## src/rtl/decoder_2to4_seq_pkg.sv

```systemverilog
// -----------------------------------------------------------------------------
// decoder_2to4_seq_pkg
// Shared definitions for the sequenced 2-to-4 decoder and its neighbours:
//   - state_e    : FSM state encoding (IDLE / DRIVE / GAP)
//   - LINE0..3   : one-hot line constants (also used by encoder benches)
//   - ctr_width(): width of the shared hold/gap down-counter
// -----------------------------------------------------------------------------
package decoder_2to4_seq_pkg;

    typedef enum logic [1:0] {
        ST_IDLE  = 2'd0,
        ST_DRIVE = 2'd1,
        ST_GAP   = 2'd2
    } state_e;

    localparam logic [3:0] LINE0 = 4'b0001;
    localparam logic [3:0] LINE1 = 4'b0010;
    localparam logic [3:0] LINE2 = 4'b0100;
    localparam logic [3:0] LINE3 = 4'b1000;

    // One counter serves both the hold and the gap phase, so it must be able
    // to hold the larger of the two reload values; never narrower than 1 bit.
    function automatic int ctr_width(input int hold_cycles, input int gap_cycles);
        int max_cycles;
        int w;
        max_cycles = (hold_cycles > gap_cycles) ? hold_cycles : gap_cycles;
        w          = $clog2(max_cycles + 1);
        return (w < 1) ? 1 : w;
    endfunction

endpackage

```

## src/rtl/decoder_2to4_seq_if.sv

```systemverilog
// -----------------------------------------------------------------------------
// decoder_2to4_seq_if
// Valid/ready code channel from an encoder (master) to the decoder (slave).
//   code_i     : 2-bit encoded line index   (master -> slave)
//   code_v_i   : code valid                 (master -> slave)
//   code_rdy_o : decoder can accept a code  (slave  -> master)
// -----------------------------------------------------------------------------
interface decoder_2to4_seq_if;

    logic [1:0] code_i;
    logic       code_v_i;
    logic       code_rdy_o;

    modport master (
        output code_i,
        output code_v_i,
        input  code_rdy_o
    );

    modport slave (
        input  code_i,
        input  code_v_i,
        output code_rdy_o
    );

endinterface

```

## src/rtl/decoder_2to4_seq_df.sv

```systemverilog
// -----------------------------------------------------------------------------
// decoder_2to4_df
// Pure combinational 2-to-4 decode.
//   code : 2-bit line index (0 -> line0 ... 3 -> line3)
//   line : one-hot line select
// -----------------------------------------------------------------------------
module decoder_2to4_df
    import decoder_2to4_seq_pkg::*;
(
    input  logic [1:0] code,
    output logic [3:0] line
);

    always_comb begin
        unique case (code)
            2'd0:    line = LINE0;
            2'd1:    line = LINE1;
            2'd2:    line = LINE2;
            default: line = LINE3;
        endcase
    end

endmodule

```

## src/rtl/decoder_2to4_seq.sv

```systemverilog
// -----------------------------------------------------------------------------
// decoder_2to4_seq
// Sequenced 2-to-4 decoder. Accepts one encoded code per valid/ready
// handshake, drives the matching one-hot line for HOLD_CYCLES cycles, then
// outputs all-zero for GAP_CYCLES cycles before accepting again.
//
// Ports:
//   clk      : rising-edge clock
//   rst_n    : asynchronous active-low reset
//   hs       : code channel (slave side): code_i, code_v_i, code_rdy_o
//   abort_i  : synchronous abort of the current hold/gap
//   d_o      : registered one-hot output (zero outside the hold)
//   busy_o   : high while in DRIVE or GAP
//   done_o   : one-cycle pulse when a hold completes without abort
//   cnt_o    : wrapping count of completed decodes
// -----------------------------------------------------------------------------
module decoder_2to4_seq
    import decoder_2to4_seq_pkg::*;
#(
    parameter int HOLD_CYCLES = 4,
    parameter int GAP_CYCLES  = 1,
    parameter int CNT_W       = 8
) (
    input  logic                 clk,
    input  logic                 rst_n,
    decoder_2to4_seq_if.slave    hs,
    input  logic                 abort_i,
    output logic [3:0]           d_o,
    output logic                 busy_o,
    output logic                 done_o,
    output logic [CNT_W-1:0]     cnt_o
);

    localparam int CTR_W = ctr_width(HOLD_CYCLES, GAP_CYCLES);

    // Counter reload values: the counter runs N-1 .. 0, so a phase lasts N cycles.
    localparam logic [CTR_W-1:0] HOLD_LOAD = CTR_W'(HOLD_CYCLES - 1);
    localparam logic [CTR_W-1:0] GAP_LOAD  = (GAP_CYCLES > 0) ? CTR_W'(GAP_CYCLES - 1) : '0;

    state_e           state;
    state_e           state_n;
    logic [CTR_W-1:0] ctr;
    logic             ctr_zero;
    logic             accept;
    logic [3:0]       line_dec;

    decoder_2to4_df u_df (
        .code (hs.code_i),
        .line (line_dec)
    );

    assign ctr_zero = (ctr == '0);
    assign accept   = hs.code_v_i & hs.code_rdy_o;

    // ---------------------------------------------------------------------
    // State register
    // ---------------------------------------------------------------------
    // NOTE: sequential state uses non-blocking assignments so every register
    // samples the pre-edge values, independent of statement order.
    always_ff @(posedge clk or negedge rst_n) begin
        if (!rst_n) begin
            state <= ST_IDLE;
        end else begin
            state <= state_n;
        end
    end

    // ---------------------------------------------------------------------
    // Next-state logic
    // ---------------------------------------------------------------------
    // NOTE: the default assignment at the top keeps this block free of
    // inferred latches on paths that do not change state.
    always_comb begin
        state_n = state;
        unique case (state)
            ST_IDLE: begin
                if (accept) begin
                    state_n = ST_DRIVE;
                end
            end
            ST_DRIVE: begin
                if (abort_i) begin
                    state_n = ST_IDLE;
                end else if (ctr_zero) begin
                    state_n = (GAP_CYCLES > 0) ? ST_GAP : ST_IDLE;
                end
            end
            ST_GAP: begin
                if (abort_i || ctr_zero) begin
                    state_n = ST_IDLE;
                end
            end
            default: state_n = ST_IDLE;
        endcase
    end

    // ---------------------------------------------------------------------
    // Combinational outputs
    // ---------------------------------------------------------------------
    // Abort blocks acceptance in the same cycle, so abort beats a valid code.
    always_comb begin
        hs.code_rdy_o = (state == ST_IDLE) && !abort_i;
        busy_o        = (state != ST_IDLE);
    end

    // ---------------------------------------------------------------------
    // Datapath: line register, hold/gap counter, done pulse, decode count
    // ---------------------------------------------------------------------
    // NOTE: all datapath registers are plain flops (no memories), so every
    // one of them takes its reset value asynchronously.
    always_ff @(posedge clk or negedge rst_n) begin
        if (!rst_n) begin
            d_o    <= '0;
            ctr    <= '0;
            done_o <= 1'b0;
            cnt_o  <= '0;
        end else begin
            done_o <= 1'b0;
            unique case (state)
                ST_IDLE: begin
                    if (accept) begin
                        // The line is captured here; code_i is ignored until IDLE.
                        d_o <= line_dec;
                        ctr <= HOLD_LOAD;
                    end else begin
                        d_o <= '0;
                    end
                end
                ST_DRIVE: begin
                    if (abort_i) begin
                        d_o <= '0;
                        ctr <= '0;
                    end else if (!ctr_zero) begin
                        ctr <= ctr - CTR_W'(1);
                    end else begin
                        d_o    <= '0;
                        done_o <= 1'b1;
                        cnt_o  <= cnt_o + CNT_W'(1);
                        ctr    <= GAP_LOAD;
                    end
                end
                ST_GAP: begin
                    d_o <= '0;
                    if (abort_i) begin
                        ctr <= '0;
                    end else if (!ctr_zero) begin
                        ctr <= ctr - CTR_W'(1);
                    end
                end
                default: begin
                    d_o <= '0;
                    ctr <= '0;
                end
            endcase
        end
    end

endmodule
```

## src/flat_wrapper.sv

```systemverilog
// flat-port wrapper written by rule: the top's interface ports become plain ports
module decoder_2to4_seq_flat import decoder_2to4_seq_pkg::*;
#(
    parameter int HOLD_CYCLES = 4,
    parameter int GAP_CYCLES  = 1,
    parameter int CNT_W       = 8
)
  (clk, rst_n, abort_i, d_o, busy_o, done_o, cnt_o, hs_code_i, hs_code_v_i, hs_code_rdy_o);
  decoder_2to4_seq_if hs_i ();
  input  logic clk;
  input  logic rst_n;
  input  logic abort_i;
  output logic [3:0] d_o;
  output logic busy_o;
  output logic done_o;
  output logic [CNT_W-1:0] cnt_o;
  input wire logic [$bits(hs_i.code_i)-1:0] hs_code_i;
  input wire logic [$bits(hs_i.code_v_i)-1:0] hs_code_v_i;
  output wire logic [$bits(hs_i.code_rdy_o)-1:0] hs_code_rdy_o;
  assign hs_i.code_i = hs_code_i;
  assign hs_i.code_v_i = hs_code_v_i;
  assign hs_code_rdy_o = hs_i.code_rdy_o;
  decoder_2to4_seq #(.HOLD_CYCLES(HOLD_CYCLES), .GAP_CYCLES(GAP_CYCLES), .CNT_W(CNT_W)) u_core (.clk(clk), .rst_n(rst_n), .hs(hs_i), .abort_i(abort_i), .d_o(d_o), .busy_o(busy_o), .done_o(done_o), .cnt_o(cnt_o));
endmodule
```

## config.mk

```make
export PLATFORM = sky130hd
export DESIGN_NAME = decoder_2to4_seq_flat
export DESIGN_NICKNAME = d
export VERILOG_FILES = /design/src/rtl/decoder_2to4_seq_pkg.sv /design/src/rtl/decoder_2to4_seq_if.sv /design/src/rtl/decoder_2to4_seq_df.sv /design/src/rtl/decoder_2to4_seq.sv /design/src/flat_wrapper.sv
export SDC_FILE = /design/constraint.sdc
export NUM_CORES = 1
export LEC_CHECK = 0
export CORE_MARGIN = 10
export CORE_UTILIZATION = 30
export DETAILED_ROUTE_END_ITERATION = 16
export GPL_ROUTABILITY_DRIVEN = 0
export HOLD_SLACK_MARGIN = 0.08
export PLACE_DENSITY = 0.6
export SYNTH_ARGS = -nofsm -noshare
export SYNTH_HDL_FRONTEND = slang
export SYNTH_SLANG_ARGS = --single-unit
```

## constraint.sdc

```tcl
create_clock -name clk -period 1.8 [get_ports clk]
set_input_delay 0.54 -clock clk [delete_from_list [all_inputs] [get_ports clk]]
set_output_delay 0.54 -clock clk [all_outputs]
set_load 0.05 [all_outputs]
```

==> results.yml <==
die:
  initial_core_util_pct: 31.8
  die_h_um: 74.6
  core_area_um2: 2810
  ios: 21
  die-area_um2: 5560
  placementRows: 19
  die_w_um: 74.6
sta:
  worst_slack_ns: 0.0775
  max_slew_margin_pct: 71.2
  maxSlewViolCount: 0
  finClkSkew_ns: 0.00347
  rsz0062_at_grt: "no"
  worst_pin_slew_ns: 0.428
  setup_viol: 0
  finalCriticalPeriod_ns: 1.72
  clock.fmax_mhz: 581
  hold_viol: 0
  finalCritPeriodShare_pct: 95.7
yosys:
  synth_warnings: 0
  synthFlopType: "dfrtp_1"
  yosysTopAreaCellShare_pct: 50.4
  ys_top_cells_by_area: "dfrtp_1 50%, xnor2_1 6.9%, ha_1 4.2%"
  synth_area_um2: 893
  synth_edf_count: 0
  async_flop_share_pct: 100
  syn_nets: 95
  synth_common_cells: "18 x dfrtp_1, 7 x xnor2_1, 6 x nand2_1"
  yosysMostFrequentCell: "dfrtp_1"
  synthCells: 86
  yosysUniqueCellTypes: 29
  synth_area_leader_cell: "dfrtp_1"
  ys_seq_elements: 18
  synth-seq-area-share_pct: 50.4
  syn_avg_cell_area_um2: 10.4
global_route:
  grt_pass1_wl_um: 3420
  grt_pass1_vias: 712
  antenna_found_initial: 0
  grt_use_total_pct: 7.98
  gr-total-overflow: 0
  grt_max_degree: 19
power_and_ir_drop:
  max-vdd-ir-drop_mv: 0.644
  leakage_nw: 0.629
  p_int_mw: 0.976
  power_frac_seq_pct: 34.9
  clockPowerShare_pct: 15.4
  p_comb_share_pct: 49.7
  switchingPower_mw: 0.644
  p_per_area_nw_per_um2: 1170
  sw_frac_of_total_pct: 39.7
placement:
  dp_hpwl_um: 1610
  dpl_cell_area_um2: 1330
  port_buffers: 20
  dp_slack_ns: -0.135
routing:
  dr.pass1.iters: 4
  postRouteAntennaNets: 0
  wirelength_um: 2080
  vias: 731
  via_per_inst: 4.94
  drt-initial-drc-count: 22
  drc: 0
  wire_per_inst_um: 14.0
cts:
  cts_hold_buf: 0
  cts_tree: "yes"
  clock_latency_ns: 0.29
  cts_sinks: 18
  cts_max_path_buffers: 2
  clkTransAtPathRegs_ns: 0.10
  root_buffer: "clkbuf_4"
  htreeDepth: 1
  cts_buffers: 3
status:
  status: "finished, final reports clean"
worst_setup_path:
  cp-start-kind: "register"
  slowest_delay_ns: 0.42
  cpLargestDelayFamily: "flip-flops"
  cp.required_ns: 1.26
  path_cells: "nor2_4 > inv_2 > nor2_4 > buf_12"
  cp_max_fo: 3
  crit_buf_inv: 2
  crit_path_frequent_cell: "nor2_4"
  slowest_stage: "dfrtp_1"
  endpoint_kind: "primary output"
  cp.arrival_ns: 1.18
  crit_type: "register to primary output"
hold_path:
  hp-class: "register to register"
layout:
  syn_to_final_growth_pct: 55.5
  drive_gt1_share_pct: 30.8
  fin_area_um2: 1390
  antennaDiodeCount: 0
  fin_nets: 127
job:
  drv_cap: 0
-- stage by stage --
stage	hold slack [ns]	cells	setup TNS (ns)	utilization [%]	power, mW
2_1_floorplan	0.244	86	0	-	0.996
3_3_place_gp	0.488	143	-0.822	47.3	1.35
3_5_place_dp	0.495	143	-0.904	47.3	1.37
4_1_cts	0.511	148	0	49.1	1.63
5_1_grt	0.530	148	0	49.5	1.72
6_report	0.501	148	0	49.5	1.62
-- power groups by stage --
stage	clock [mW]	sequential [mW]	combinational, mW
CTS	0.261	0.562	0.806
global route	0.274	0.575	0.869
finish	0.250	0.566	0.805
detailed placement	0	0.567	0.798
floorplan	0	0.669	0.327
global placement	0	0.566	0.789
-- layout make-up --
class / instances / area, um^2
multi-input combinational: 60 / 425
tap: 31 / 38.8
timing repair buffer: 31 / 423
inverter: 4 / 15.0
sequential: 18 / 450
fill: 261 / 1420
clock buffer: 4 / 36.3
-- worst register-to-register path, stage by stage (launching register included) --
cell,delay [ns]
dfrtp_1,0.38
inv_1,0.09
ha_1,0.23
nor2b_2,0.16
buf_4,0.14
or4_1,0.45
o21ai_0,0.09
-- repair_timing --
item	in CTS	in global routing
endpoints found under the setup margin	1	2
setup buffers	1	0
pin swaps	0	1
resized for setup	4	3
endpoints found under the hold margin	0	0
gates cloned	0	0
-- cell usage in the layout (no fill, tap or decap) --
master           count
nor2b_1              2
nand4_1              4
inv_2                1
buf_6                1
and3_1               3
mux2i_1              1
nor2b_2              1
a22o_1               1
clkbuf_8             1
a2bb2oi_1            1
nand3b_1             3
buf_12              14
clkbuf_4             3
and3_4               1
mux2_2               1
a21oi_1              4
xor2_1               1
nand2_1              6
a221oi_1             1
nand3_1              2
or4_1                1
dfrtp_1             18
ha_1                 3
nand2b_1             1
inv_1                3
a211o_1              1
buf_4               11
nor4_1               1
o21ai_0              4
nor2_4               2
dlygate4sd2_1        1
nor2_1               3
clkdlybuf4s50_1      4
o22ai_1              1
xnor2_1              7
o31ai_1              1
a32o_1               1
a31oi_1              2
-- registers in the layout, indices dropped and copies added (netlist names) --
| name | cells |
|---|---|
| u_core.ctr | 3 |
| u_core.d_o | 4 |
| u_core.cnt_o | 8 |
| u_core.state | 2 |
| u_core.done_o | 1 |
-- final timing paths --
path,endpoint,cells past startpoint,slack [ns],start
setup / recovery,hs_code_rdy_o,4,0.08,u_core.state[1]
hold / removal,u_core.ctr[0],1,0.50,u_core.ctr[0]
setup reg to reg,u_core.ctr[1],6,0.18,u_core.ctr[0]
hold reg to reg,u_core.ctr[0],1,0.50,u_core.ctr[0]
max in group asynchronous,u_core.done_o,2,1.04,rst_n
min in group asynchronous,u_core.ctr[2],2,0.57,rst_n
-- cells by family (layout without fill, tap and decap cells) --
logic type      count (synthesis)  after routing  synth area share, %
compound gates                 17             17                 12.5
xor+xnor                        8              8                 7.84
fa+ha+maj                       3              3                 4.20
buf+inv                         8             39                 4.48
flops                          18             18                 50.4
mux                             2              2                 2.38
simple gates                   30             30                 18.2
-- routing by layer --
metal,global-route usage [%],up-vias,part of all wire (%)
met5,0,-,0
met4,5.04,0,1.6
met3,2.53,2,5.0
met2,11.8,15,50
met1,9.81,346,44
li1,-,368,-
Note: power is estimated with default switching activity, not from simulation.
